$ cat config.mk
export PLATFORM = sky130hd
export DESIGN_NAME = vector_accumulate_unit
export DESIGN_NICKNAME = d
export VERILOG_FILES = /design/src/rtl/vector_accumulate_unit.sv
export SDC_FILE = /design/constraint.sdc
export NUM_CORES = 2
export LEC_CHECK = 0
export BUFFER_PORTS_ARGS = -buffer_cell sky130_fd_sc_hd__clkbuf_2
export CORE_MARGIN = 1.5
export CORE_UTILIZATION = 45
export DETAILED_ROUTE_END_ITERATION = 8
export SLEW_MARGIN = 10
export SYNTH_ARGS = -nofsm -noshare
export SYNTH_HDL_FRONTEND = slang
export SYNTH_SLANG_ARGS = --single-unit
$ cat constraint.sdc
create_clock -name clk -period 4.15 [get_ports clk]
set_input_delay 0.6225 -clock clk [delete_from_list [all_inputs] [get_ports clk]]
set_output_delay 0.6225 -clock clk [all_outputs]
set_load 0.05 [all_outputs]
$ cat src/rtl/vector_accumulate_unit.sv
// rtl/vector_accumulate_unit.sv - per-chain lane-wise vector pass/sum/max accumulator
// Each chain either forwards vectors or folds them until eof, then emits one result.
module vector_accumulate_unit #(
  parameter int                        N                       = 8,
  parameter int                        DATA_WIDTH              = 32,
  parameter int                        MAX_CHAINS              = 4,
  parameter logic [7:0]                PERSONAL_CONFIG_ID      = 8'd0,
  parameter int                        CNT_WIDTH               = 16,
  parameter logic [8*MAX_CHAINS-1:0]   INITIAL_FIRMWARE_ACC_OP = '0
) (
  input  logic                          clk,
  input  logic                          rst_n,
  input  logic                          tracing,
  input  logic                          valid_in,
  input  logic                          eof_in,
  input  logic [$clog2(MAX_CHAINS)-1:0] chainId_in,
  input  logic [7:0]                    configId,
  input  logic [7:0]                    configData,
  input  logic [N*DATA_WIDTH-1:0]       vector_in,
  output logic [N*DATA_WIDTH-1:0]       vector_out,
  output logic [CNT_WIDTH-1:0]          count_out,
  output logic [$clog2(MAX_CHAINS)-1:0] chainId_out,
  output logic                          valid_out,
  output logic                          eof_out
);

  localparam int CW = $clog2(MAX_CHAINS);
  localparam int VW = N * DATA_WIDTH;
  localparam logic [1:0] OP_PASS = 2'd0;
  localparam logic [1:0] OP_SUM  = 2'd1;
  localparam logic [1:0] OP_MAX  = 2'd2;
  localparam logic [1:0] OP_RSVD = 2'd3;

  logic [1:0]           fw_op  [MAX_CHAINS];
  logic [VW-1:0]        acc    [MAX_CHAINS];
  logic [CNT_WIDTH-1:0] cnt    [MAX_CHAINS];
  logic [MAX_CHAINS-1:0] active;

  logic                 accept;
  logic [1:0]           cur_op;
  logic                 is_pass;
  logic [CW-1:0]        cfg_chain;
  logic                 cfg_write;
  logic [VW-1:0]        folded;
  logic [CNT_WIDTH-1:0] cnt_next;
  logic                 unused_cfg;

  assign accept     = valid_in & tracing;
  assign cur_op     = fw_op[chainId_in];
  assign is_pass    = (cur_op == OP_PASS) || (cur_op == OP_RSVD);
  assign cfg_chain  = configData[2 +: CW];
  assign cfg_write  = (configId == PERSONAL_CONFIG_ID);
  assign unused_cfg = ^configData[7:2+CW];

  // Fold the incoming vector into the addressed chain; a fresh frame starts from the input.
  always_comb begin
    folded   = vector_in;
    cnt_next = CNT_WIDTH'(1);
    if (active[chainId_in]) begin
      cnt_next = (&cnt[chainId_in]) ? cnt[chainId_in] : cnt[chainId_in] + 1'b1;
      for (int l = 0; l < N; l++) begin
        if (cur_op == OP_SUM) begin
          folded[l*DATA_WIDTH +: DATA_WIDTH] = acc[chainId_in][l*DATA_WIDTH +: DATA_WIDTH]
                                             + vector_in[l*DATA_WIDTH +: DATA_WIDTH];
        end else if ($signed(acc[chainId_in][l*DATA_WIDTH +: DATA_WIDTH]) >
                     $signed(vector_in[l*DATA_WIDTH +: DATA_WIDTH])) begin
          folded[l*DATA_WIDTH +: DATA_WIDTH] = acc[chainId_in][l*DATA_WIDTH +: DATA_WIDTH];
        end
      end
    end
  end

  always_ff @(posedge clk or negedge rst_n) begin
    if (!rst_n) begin
      vector_out  <= '0;
      count_out   <= '0;
      chainId_out <= '0;
      valid_out   <= 1'b0;
      eof_out     <= 1'b0;
      active      <= '0;
      for (int c = 0; c < MAX_CHAINS; c++) begin
        fw_op[c] <= INITIAL_FIRMWARE_ACC_OP[c*8 +: 2];
        acc[c]   <= '0;
        cnt[c]   <= '0;
      end
    end else begin
      // Config is accepted even while tracing is frozen.
      if (cfg_write) begin
        fw_op[cfg_chain] <= configData[1:0];
      end
      valid_out <= 1'b0;
      eof_out   <= 1'b0;
      if (accept) begin
        if (is_pass) begin
          vector_out  <= vector_in;
          count_out   <= CNT_WIDTH'(1);
          chainId_out <= chainId_in;
          eof_out     <= eof_in;
          valid_out   <= 1'b1;
        end else if (eof_in) begin
          vector_out          <= folded;
          count_out           <= cnt_next;
          chainId_out         <= chainId_in;
          eof_out             <= 1'b1;
          valid_out           <= 1'b1;
          acc[chainId_in]     <= '0;
          cnt[chainId_in]     <= '0;
          active[chainId_in]  <= 1'b0;
        end else begin
          acc[chainId_in]     <= folded;
          cnt[chainId_in]     <= cnt_next;
          active[chainId_in]  <= 1'b1;
        end
      end
    end
  end

endmodule

# Word level (Yosys, flattened, before mapping)
# Cells that the tools add are included.
# word_totals
register_bits	1376
word_cells	119
# op_classes
add_sub_neg	9
magnitude_cmp	14
n_mux	55
eq_ne	2
n_reduce_logical	10
bitwise_logic	11
# ops
cell	n
$mux 256	6
$and 1024x1024->1024	1
$bwmux 1024	1
$mux 1024	1
$not 1024->1024	1
$bmux 256 s2	1
$demux 256 s2	1
$mux 32	16
$add 32x32->32	8
$gt 32x32->1	8
$mux 16	7
$and 64x64->64	1
$bwmux 64	1
$mux 64	1
$not 64->64	1
$bmux 16 s2	1
$demux 16 s2	1
$add 16x1->16 const B	1
$reduce_and 16->1	1
$mux 2	5
$bwmux 8	1
$logic_not 8->1	1
$mux 1	7
$ge 3x3->1 const B	2
21 further kinds	26

# Depth between registers and ports, before layout
# depth
depth_word	10
depth_mapped	22
ltp_nobuf	14

# Worst setup path after synthesis
# OpenSTA, ideal clock, no wires.
# synth_path
kind	input-to-reg
from	input port chainId_in[0]
to	register vector_out[204]
required_time_ns	3.998
path_buffers	8
t_arrival_ns	5.608
stages	19
setup_time_ns	0.152
path_slack_ns	-1.609
cell_sequence	buf_2 > buf_2 > buf_2 > buf_2 > buf_2 > buf_2 > mux4_2 > ha_1 > nand4_1 > or3_1 > or4_1 > o221ai_1 > a211oi_1 > mux2i_1 > buf_4 > a21oi_2 > buf_6 > a222oi_1 > o221ai_1
# synth_via
elab_chain_cells	10
elab_cells_between_ends	22
# synth_lines
element	line	source
start: declaration	16	input logic [$clog2(MAX_CHAINS)-1:0] chainId_in,
$not 2->3 (not written as such)	n/a	
$bmux 256 s2	63, 65, 67	
$mux 256	n/a	
$mux 256 (not written as such)	63, 65, 67	
$gt 32x32->1	65	end else if ($signed(acc[chainId_in][l*DATA_WIDTH +: DATA_WIDTH]) >
$mux 32	65	
$mux 32	62	if (cur_op == OP_SUM) begin
$mux 256	59	if (active[chainId_in]) begin
$mux 256	100	end else if (eof_in) begin
$mux 256	94	if (is_pass) begin
end signal: assignment	95	vector_out <= vector_in;
end signal: assignment	101	vector_out <= folded;
end: declaration	20	output logic [N*DATA_WIDTH-1:0] vector_out,
# Parallel ways exist; a longest one is shown, timed or not. The select of a mux whose other input is x is not followed.
# A chain may end at the register's enable or synchronous reset.

# Worst setup path in the final report
# layout_path
from	input port chainId_in[0]
to	register acc[316] (netlist bit)
# layout_via
elab_chain_cells	10
elab_cells_between_ends	29
# layout_lines
element	line	source
$not 2->3 (not written as such)	n/a	
$bmux 256 s2	63, 65, 67	
$mux 256 (2 in series)	n/a	
$gt 32x32->1	65	
$mux 32	65	
$mux 32	62	
$mux 256	59	
$bwmux 1024	110	acc[chainId_in] <= folded;
$mux 1024	100	
end signal: indexed assignment	110	
end: declaration	35	logic [VW-1:0] acc [MAX_CHAINS];
# Parallel ways exist; a longest one is shown, timed or not. The select of a mux whose other input is x is not followed.

==> metrics.txt <==
Worst path max stage delay=0.57 ns; P_sw=around 12000 uW; Syn Inst Count=8636; Core Footprint=186000 um2; NumNets Final=11144; max frequency=247 MHz; Final Hold Vio Count=0; Crit-path slowest cell=mux4_2; GRT Overall Usage=35.3%; cell family with most CP delay=compound AO/OA/AOI/OAI gates; syn avg cell area=9.76 um2; IO Pins=555; final count of negative-setup-slack endpoints=0; count of clock tree sinks=around 1400; Port Buf Inserts=550; critical path endpoint category=flop; row cnt=between 150 and 200; Slew Viols, Final=0; VDD IR max=0.000399 V; Max-Cap Viols=0; leading area contributor after synthesis=dfrtp_1; Clk Latency, worst-skew pair=0.85 ns; Remaining DRCs=0; total grt overflow=0; routability cong.=0.957; DIE AREA=190000 um2; post-layout min period=4.05 ns; worst path arrival time=4.77 ns; Syn Nets=9522; global-route wire length before repair=512 mm; CTS tree=done; initial core utilization=45.4%; combinational share of power=22.1%; DR iter-0 viols=6938; antenna violations before repair=27; Num CTS Buffers=~160; area fraction of the dominant cell type after synthesis=between 40 and 50%; Die Ht=436 um; final clock skew=0.0470 ns; number of iterations in the first detailed-routing pass=6; Final HPWL DP=240 mm; total number of vias=a little under 80000; Net Sw Frac=31.6%; fin util=58.2%; DR WL/cell=26.5 um; kind of critical path=in -> reg; CP Launch Type=input port; Int Power=26100 uW; Reg clk slew, reported paths=0.07 ns; Final ANT Viol Nets=0; synth top area cells=dfrtp_1, ha_1, mux4_2; min-delay src=vector_in[11]; FFs w/ async S/R, synth=100%; register bit total from synthesis=1376; Mapped Area=84300 um2; sequential power share=38.3%; pwr dens=354 nW/um2; CTS Buffer Depth=3; share of cells above drive strength 1=28.4%; CTS Root Cell=clkbuf_16; Yosys warnings=0; Clock power frac=roughly 40%; most frequent cells after synthesis=dfrtp_1, nand2_1, o21ai_0; Top FF cell, synth=dfrtp_1; sequential fraction of the synthesis area=40.8%; Buf+Inv Stages, Crit Path=6; worst-path cell chain=buf_12 > buf_16 > buf_4 > mux4_2 > ha_4 > nor2b_1 > buf_4 > a211o_1 > a31oi_1 > a32oi_1 > and2_1 > o41a_1 > a221oi_4 > buf_4 > mux2i_1 > nor3_2 > buf_4 > a22o_1; period utilisation layout=97.6%; Slew @ Worst Pin=between 1 and 1.5 ns; most used cell, CP=buf_4; layout overhead on the synthesized area=28.2%; Via density=approximately 6.1; CP startpoint=chainId_in[0]; Reg2Reg Launch Point=acc[207]$_DFFE_PN0P_; status=finished clean; largest net degree at the start of global routing=168; vias in the first global route=between 80000 and 90000; Yosys cell types=89; Post-synth EDFFs=0; CP Max Fanout=14; Req. time, crit path=4.87 ns; HP Class=in -> reg; setup TNS=0 ns; Slew Limit Headroom=23.9%; drt total wl=between 300 and 400 mm; P_leak=0.0516 uW; Die W=436 um; most common cell in the synthesized netlist=dfrtp_1; CTS H-tree depth=4
## worst reg2reg max path, cell delays in order, from the launching register on
cell and delay (ns):
dfrtp_1 0.37, mux4_2 0.56, ha_1 0.39, nand4_1 0.28, or4_1 0.61, o221ai_2 0.17
a211oi_2 0.06, mux2i_1 0.13, buf_4 0.15, buf_4 0.18, nand2_1 0.10, nand2_1 0.13
buf_4 0.20, o211a_1 0.30, mux2_2 0.30
## final cells by class
| type | count | area [um2] |
|---|---|---|
| clock inverter | 64 | 940 |
| antenna | 25 | 62.6 |
| fill | 16263 | 77700 |
| multi-input combinational | 6163 | 47200 |
| tap | 2480 | 3100 |
| inverter | 494 | 1860 |
| sequential | 1376 | 34400 |
| clock buffer | 234 | 4730 |
| timing repair buffer | 2062 | 15700 |
## power by group through the flow
| stage | Sequential, uW | Combinational [uW] | Clock [uW] |
|---|---|---|---|
| after CTS | 14600 | 8290 | 15300 |
| after floorplan | 15700 | 3540 | 0 |
| after global routing | 14700 | 9010 | 15800 |
| after detailed placement | 14900 | 8240 | 0 |
| final | 14600 | 8440 | 15100 |
| after global placement | 14800 | 8160 | 0 |
## layout by cell type (no fill, tap or decap), drive strengths merged, types with 50 or more instances in the layout
| cell type | n |
|---|---|
| buf | 1512 |
| dfrtp | 1376 |
| nand2 | 1079 |
| o21ai | 875 |
| clkbuf | 783 |
| ha | 599 |
| inv | 503 |
| nor2 | 420 |
| a21oi | 407 |
| a22o | 304 |
| o31ai | 284 |
| mux4 | 274 |
| xnor2 | 162 |
| o22ai | 160 |
| o221ai | 150 |
| a221o | 109 |
| a21o | 97 |
| o211ai | 77 |
| o21bai | 75 |
| nor3 | 73 |
| mux2 | 70 |
| nand3 | 64 |
| nand4 | 62 |
| nor2b | 57 |
| a221oi | 56 |
| or3 | 50 |
## metal layers
layer | vias up | wire (um) | track usage, %
met2 | 3037 | 160000 | 56.6
met4 | 0 | 19400 | 19.1
met1 | 40020 | 142000 | 46.4
li1 | 35148 | - | -
met3 | 651 | 20800 | 4.57
met5 | - | 0 | 0
## state kept, by name, indices dropped and copies added, names as in the netlist, named ones only
signal       flops
valid_out        1
eof_out          1
count_out       16
acc           1024
vector_out     256
cnt             64
fw_op            8
chainId_out      2
## per-stage QoR
stage               instances  instance area, um2  total power [uW]  hold WS [ns]  setup WS [ns]
finish                  12898              108000             38200        0.0597         0.0988
floorplan                8636               85600             19300         0.327         -0.643
global route            12894              108000             39500        0.0678        -0.0204
detailed placement      12545              101000             23100         0.459          -1.11
CTS                     12847              107000             38200       0.00717       0.000269
global placement        12545              101000             23000         0.447          -1.15
## worst paths after layout
| kind | end | slack (ns) | cells past startpoint |
|---|---|---|---|
| worst min-delay path | vector_out[11]$_DFFE_PN0P_ | 0.06 | 3 |
| worst max register to register | acc[216]$_DFFE_PN0P_ | 0.1 | 14 |
| max in group asynchronous | vector_out[170]$_DFFE_PN0P_ | 2.45 | 3 |
| min in group asynchronous | acc[349]$_DFFE_PN0P_ | 0.40 | 2 |
| worst max-delay path | acc[316]$_DFFE_PN0P_ | 0.1 | 18 |
| worst min register to register | acc[129]$_DFFE_PN0P_ | 0.47 | 2 |
## kinds of logic (layout without fill, tap and decap cells)
group | count (synthesis) | count (layout) | synth area share [%]
flops | 1376 | 1376 | 40.8
fa+ha+maj | 607 | 607 | 9.08
mux | 373 | 373 | 8.60
buf+inv | 1097 | 2854 | 5.02
other cells | 0 | 25 | 0
simple gates | 2010 | 2010 | 10.4
xor+xnor | 209 | 209 | 2.17
compound gates | 2964 | 2964 | 23.9
## what timing repair did
action,in CTS,in global routing
setup buffers,3,24
hold buffers,1,0
setup endpoints to repair,74,931
resized for setup,13,130
cloned,0,2
pin swaps,2,31
endpoints found under the hold margin,58,0
(Power assumes the default switching activity.)
